## config.mk

```make
export PLATFORM = sky130hd
export DESIGN_NAME = lane_occupancy_tracker_flat
export DESIGN_NICKNAME = d
export VERILOG_FILES = /design/src/rtl/lane_occupancy_tracker_pkg.sv /design/src/rtl/lane_occupancy_tracker_if.sv /design/src/rtl/lane_queue_counter.sv /design/src/rtl/lane_occupancy_tracker.sv /design/src/flat_wrapper.sv
export SDC_FILE = /design/constraint.sdc
export NUM_CORES = 1
export LEC_CHECK = 0
export BUFFER_PORTS_ARGS = -buffer_cell sky130_fd_sc_hd__buf_2
export CAP_MARGIN = 25
export CORE_ASPECT_RATIO = 0.6
export CORE_MARGIN = 2
export CORE_UTILIZATION = 42
export DETAILED_ROUTE_END_ITERATION = 16
export GPL_TIMING_DRIVEN = 0
export PLACE_DENSITY = 0.71
export SETUP_SLACK_MARGIN = 0.15
export SLEW_MARGIN = 20
export SYNTH_ARGS = -nofsm -noshare
export SYNTH_HDL_FRONTEND = slang
export SYNTH_HIERARCHICAL = 1
export SYNTH_SLANG_ARGS = --single-unit
```

## constraint.sdc

```tcl
create_clock -name clk -period 3.7 [get_ports clk]
set_input_delay 0 -clock clk [delete_from_list [all_inputs] [get_ports clk]]
set_output_delay 0 -clock clk [all_outputs]
set_load 0.03 [all_outputs]
```

## src/rtl/lane_occupancy_tracker_pkg.sv

```systemverilog
// Shared constants and helpers for the lane occupancy tracker.
package lane_occupancy_tracker_pkg;

    localparam int NUM_LANES  = 8;
    localparam int NUM_PHASES = 4;

    typedef enum logic [3:0] {
        PH_NONE = 4'b0000,
        PH_T1   = 4'b0001,
        PH_T2   = 4'b0010,
        PH_T3   = 4'b0100,
        PH_T4   = 4'b1000
    } phase_e;

    // Lanes 2k-1 and 2k share phase k.
    function automatic int lane_phase(input int lane);
        return (lane + 1) / 2;
    endfunction

    function automatic logic is_onehot(input logic [NUM_PHASES-1:0] v);
        return (v != '0) && ((v & (v - 1'b1)) == '0);
    endfunction

endpackage

```

## src/rtl/lane_occupancy_tracker_if.sv

```systemverilog
// Detector/grant/sensor bundle between the front end, the tracker and the phase controller.
interface lane_occupancy_tracker_if #(
    parameter int unsigned CNT_W = 6
);
    logic [8:1]         arrive;
    logic [4:1]         traffic;
    logic               ovf_clr;
    logic [8:1]         sensors;
    logic [8:1]         overflow;
    logic [8*CNT_W-1:0] queue_count;
    logic               illegal_grant;

    modport master (
        output arrive, traffic, ovf_clr,
        input  sensors, overflow, queue_count, illegal_grant
    );

    modport slave (
        input  arrive, traffic, ovf_clr,
        output sensors, overflow, queue_count, illegal_grant
    );
endinterface

```

## src/rtl/lane_queue_counter.sv

```systemverilog
// Per-lane saturating vehicle counter with sticky overflow flag.
module lane_queue_counter #(
    parameter int unsigned CNT_W = 6
) (
    input  logic             clk,
    input  logic             rst,
    input  logic             arrive,
    input  logic             dec,
    input  logic             ovf_clr,
    output logic [CNT_W-1:0] count,
    output logic             nonempty,
    output logic             overflow
);
    localparam logic [CNT_W-1:0] CntMax = '1;

    logic [CNT_W-1:0] count_d;
    logic             dec_eff;
    logic             ovf_set;

    always_comb begin
        dec_eff = dec && (count != '0);
        count_d = count;
        ovf_set = 1'b0;
        // Simultaneous arrival and departure cancel, so saturation cannot flag then.
        if (arrive && !dec_eff) begin
            if (count == CntMax) begin
                ovf_set = 1'b1;
            end else begin
                count_d = count + 1'b1;
            end
        end else if (!arrive && dec_eff) begin
            count_d = count - 1'b1;
        end
    end

    always_ff @(posedge clk) begin
        if (rst) begin
            count    <= '0;
            nonempty <= 1'b0;
            overflow <= 1'b0;
        end else begin
            count    <= count_d;
            nonempty <= (count_d != '0);
            overflow <= ovf_set | (overflow & ~ovf_clr);
        end
    end
endmodule

```

## src/rtl/lane_occupancy_tracker.sv

```systemverilog
// Tracks per-lane vehicle queues from arrival strobes and drains them under the phase grant.
module lane_occupancy_tracker
    import lane_occupancy_tracker_pkg::*;
#(
    parameter int unsigned CNT_W        = 6,
    parameter int unsigned DRAIN_CYCLES = 3
) (
    input  logic                     clk,
    input  logic                     rst,
    lane_occupancy_tracker_if.slave  bus
);
    localparam int unsigned TMR_W = 6;

    logic [4:1]       prev_traffic_q;
    logic [TMR_W-1:0] timer_q;
    logic [TMR_W-1:0] timer_d;
    logic [TMR_W-1:0] t_eff;
    logic             valid;
    logic             tick;
    logic             illegal_grant_q;

    logic [CNT_W-1:0]   lane_count [1:NUM_LANES];
    logic [NUM_LANES:1] lane_nonempty;
    logic [NUM_LANES:1] lane_overflow;

    // A grant that differs from last cycle's is its first cycle, counted as 1.
    always_comb begin
        valid   = is_onehot(bus.traffic);
        t_eff   = (bus.traffic != prev_traffic_q) ? TMR_W'(1) : timer_q + 1'b1;
        tick    = valid && (t_eff == TMR_W'(DRAIN_CYCLES));
        timer_d = (!valid || tick) ? '0 : t_eff;
    end

    always_ff @(posedge clk) begin
        if (rst) begin
            prev_traffic_q  <= '0;
            timer_q         <= '0;
            illegal_grant_q <= 1'b0;
        end else begin
            prev_traffic_q  <= bus.traffic;
            timer_q         <= timer_d;
            illegal_grant_q <= (bus.traffic != '0) && !valid;
        end
    end

    for (genvar i = 1; i <= NUM_LANES; i++) begin : g_lane
        localparam int Ph = lane_phase(i);

        lane_queue_counter #(
            .CNT_W (CNT_W)
        ) u_counter (
            .clk      (clk),
            .rst      (rst),
            .arrive   (bus.arrive[i]),
            .dec      (tick && bus.traffic[Ph]),
            .ovf_clr  (bus.ovf_clr),
            .count    (lane_count[i]),
            .nonempty (lane_nonempty[i]),
            .overflow (lane_overflow[i])
        );

        assign bus.queue_count[i*CNT_W-1 -: CNT_W] = lane_count[i];
    end

    assign bus.sensors       = lane_nonempty;
    assign bus.overflow      = lane_overflow;
    assign bus.illegal_grant = illegal_grant_q;
endmodule

```

## src/flat_wrapper.sv

```systemverilog
// flat-port wrapper written by rule: the top's interface ports become plain ports
module lane_occupancy_tracker_flat import lane_occupancy_tracker_pkg::*;
#(
    parameter int unsigned CNT_W        = 6,
    parameter int unsigned DRAIN_CYCLES = 3
)
  (clk, rst, bus_arrive, bus_traffic, bus_ovf_clr, bus_sensors, bus_overflow, bus_queue_count, bus_illegal_grant);
  lane_occupancy_tracker_if #(.CNT_W(CNT_W)) bus_i ();
  input  logic clk;
  input  logic rst;
  input wire logic [$bits(bus_i.arrive)-1:0] bus_arrive;
  input wire logic [$bits(bus_i.traffic)-1:0] bus_traffic;
  input wire logic [$bits(bus_i.ovf_clr)-1:0] bus_ovf_clr;
  output wire logic [$bits(bus_i.sensors)-1:0] bus_sensors;
  output wire logic [$bits(bus_i.overflow)-1:0] bus_overflow;
  output wire logic [$bits(bus_i.queue_count)-1:0] bus_queue_count;
  output wire logic [$bits(bus_i.illegal_grant)-1:0] bus_illegal_grant;
  assign bus_i.arrive = bus_arrive;
  assign bus_i.traffic = bus_traffic;
  assign bus_i.ovf_clr = bus_ovf_clr;
  assign bus_sensors = bus_i.sensors;
  assign bus_overflow = bus_i.overflow;
  assign bus_queue_count = bus_i.queue_count;
  assign bus_illegal_grant = bus_i.illegal_grant;
  lane_occupancy_tracker #(.CNT_W(CNT_W), .DRAIN_CYCLES(DRAIN_CYCLES)) u_core (.clk(clk), .rst(rst), .bus(bus_i));
endmodule
```

==> out/metrics.yaml <==
syn_nets: 747
first_pass_iters: 4
rsz0062_at_grt: "no"
synth_edf_count: 0
p_total_uw: 2090
pin_count: 80
vias: 5735
post-route-period-util: 0.911
start_util: 0.428
cts.root.buffer_cell: "clkbuf_16"
max-cap-violations: 0
slew_headroom: 0.482
worst_hold_slack_ps: 71.5
crit_chain: "ha_1 > xnor2_1 > and4b_1 > nand4_1 > buf_4 > nor3_4 > buf_12 > or4b_4 > o211ai_2 > nand2_1 > a2111oi_1 > a41oi_2"
synth.avg_cell_area_um2: 8.25
worst_pin_slew_ps: 777
final_util: 0.501
clock_latency_ps: 330
critPathMaxFanout: 16
p_leak_uw: 0.00280
fp.dieH_um: 95.3
cp_num_cells: 12
fin_area_um2: 6830
wl_per_cell_um: 15.1
synth_area_um2: 5830
finClkSkew_ps: 7.53
antenna_found_initial: 0
overflow: 0
layout.nets: 846
ys_async_sr_fraction: 0
final_layout_size_suffix_gt1_frac: 0.210
synthToLayoutAreaGrowth_pct: 17.1
htreeDepth: 3
cp.arrival_ps: 3540
status: "finished clean"
io_buffers: 79
synthDistinctLibCells: 50
num-fill-cells: 1305
synthAdderAreaFrac: 0.0554
holdPathStages: 3
grt_pass1_vias: 4988
ir_drop_v: 0.000191
ys_ff_latch: 75
cts_tree: "built"
synthSimpleGateAreaFrac: 0.312
max_freq_mhz: 297
required_ps: 3870
grt_pass1_wl_um: 24500
crit_family: "simple AND/OR/NAND/NOR gates"
cts_buffer_depth: 2
crit_buf_inv: 2
antenna_left: 0
synthCells: 707
drt-vias-per-instance: 5.82
r2r_cells: 12
cp-start-kind: "flip-flop"
final.setup.tns_ps: 0
synth_compound_area_frac: 0.276
clk_pin_slew_ps: 60
synthesis.yosys.warnings: 6
power_density_nw_per_um2: 305
grt_use_total: 0.201
core_um2: 13600
worstSetupPathType: "flip-flop to flip-flop"
gp_congestion: 0.924
cts_buffers: 9
post-route-drc-count: 0
antenna_cells: 0
setup-violations-final: 0
min_period_ps: 3370
cp_slowest_cell: "a2111oi_1"
synthXorXnorAreaFrac: 0.0120
drt_iter0_drc: 300
worstSetupEndpointType: "flip-flop"
synth-seq-area-share: 0.257
synthFlopType: "dfxtp_1"
dieWidth_um: 156
hpwl_um: 11000
grt_max_degree: 72
synth_top_family_by_area: "simple AND/OR/NAND/NOR gates"
multi_input_area_um2: 4020
r2r_slack_ps: 330
ff_latch_area_um2: 1500
place_area_um2: 6490
drt_wl_total_um: 14900
slowest_delay_ps: 600
muxShareOfSynthArea: 0.0275
die_area_um2: 14900
hold_class: "primary input to flip-flop"
num_rows: 33
cts_sinks: 75
slew_viol_final: 0
hold_viol: 0
-- area by class of cell --
type	count	area share
Timing Repair Buffer	88	0.0712
Buffer	40	0.0352
Clock buffer	13	0.0352
Multi-Input combinational cell	563	0.588
Tap cell	175	0.0321
Sequential cell	75	0.220
Inverter	29	0.0159
Clock inverter	3	0.00220
-- layout by cell type, fill, tap and decap left out, types with 29 or more instances in the layout --
cell type / instances
a31oi_1: 40
buf_2: 102
dfxtp_1: 75
inv_1: 29
nand2_1: 33
nor2_1: 55
nor2b_1: 32
-- worst paths after layout --
path,startpoint,to
worst max-delay path,u_core/timer_q[0],u_core/g_lane[1].u_counter/nonempty
worst min register to register,u_core/g_lane[4].u_counter/overflow,u_core/g_lane[4].u_counter/overflow
worst max register to register,u_core/timer_q[0],u_core/g_lane[1].u_counter/nonempty
worst min-delay path,bus_traffic[0],u_core/prev_traffic_q[1]
-- cell families (layout without fill, tap and decap cells) --
family | Yosys count | count (layout)
DFF | 75 | 75
AOI/OAI and AO/OA | 216 | 216
muxes | 16 | 16
buffers and inverters | 69 | 173
adders and majority gates | 26 | 26
and+or+nand+nor | 297 | 297
xor gates and xnor gates | 8 | 8
-- report_power, final --
part           total, uW  switching [uW]  internal (uW)
registers            884            41.0            843
clock network        771             320            451
logic                431             276            155
total               2090             637           1450
-- metal layers --
metal  vias up  routed length (um)  global-route usage  share of wire
li1       2891                   -                   -              -
met1      2613                7780               0.312           0.52
met2       218                5790               0.280           0.39
met3        13                1170              0.0464          0.079
met4         0                 113              0.0398         0.0076
met5         -                   0                   0              0
-- timing repair --
item                       in CTS  in global routing
setup buffers                   0                  5
setup endpoints to repair       5                 11
cloned                          0                  0
resized for setup               1                  2
hold buffers                    2                  0
hold endpoints to repair        2                  0
pin swaps                       0                  4
-- metrics by stage --
step / worst slack (ps) / std cells
2_1_floorplan: 508 / 707
3_3_place_gp: -729 / 961
3_5_place_dp: 29.1 / 963
4_1_cts: 61.9 / 981
5_1_grt: 202 / 986
6_report: 328 / 986
-- cells in the mapped netlist (all sizes together), types with 16 or more instances --
| library cell | number | area (um^2) |
|---|---|---|
| nor3 | 30 | 155 |
| a211oi | 18 | 135 |
| ha | 25 | 313 |
| nand2 | 33 | 124 |
| nand3 | 19 | 95.1 |
| nor3b | 17 | 133 |
| o21ai | 27 | 135 |
| o21a | 24 | 180 |
| nor2b | 32 | 200 |
| mux2i | 16 | 160 |
| a21oi | 25 | 125 |
| o211ai | 16 | 160 |
| nor2 | 55 | 206 |
| dfxtp | 75 | 1500 |
| inv | 29 | 109 |
| nand2b | 25 | 156 |
| o22a | 16 | 140 |
| a31oi | 40 | 250 |
| buf | 32 | 210 |
-- registers in the layout (all words and copies together), names as in the netlist --
name                              cells
u_core/timer_q                        6
u_core/g_lane.u_counter/count        48
u_core/g_lane.u_counter/nonempty      8
u_core/g_lane.u_counter/overflow      8
u_core/bus.illegal_grant              1
u_core/prev_traffic_q                 4
-- tightest hold or removal path, stage by stage --
cell,delay [ps]
buf_2,140
inv_1,140
nor2_1,60
Note: power is estimated with default switching activity, not from simulation.
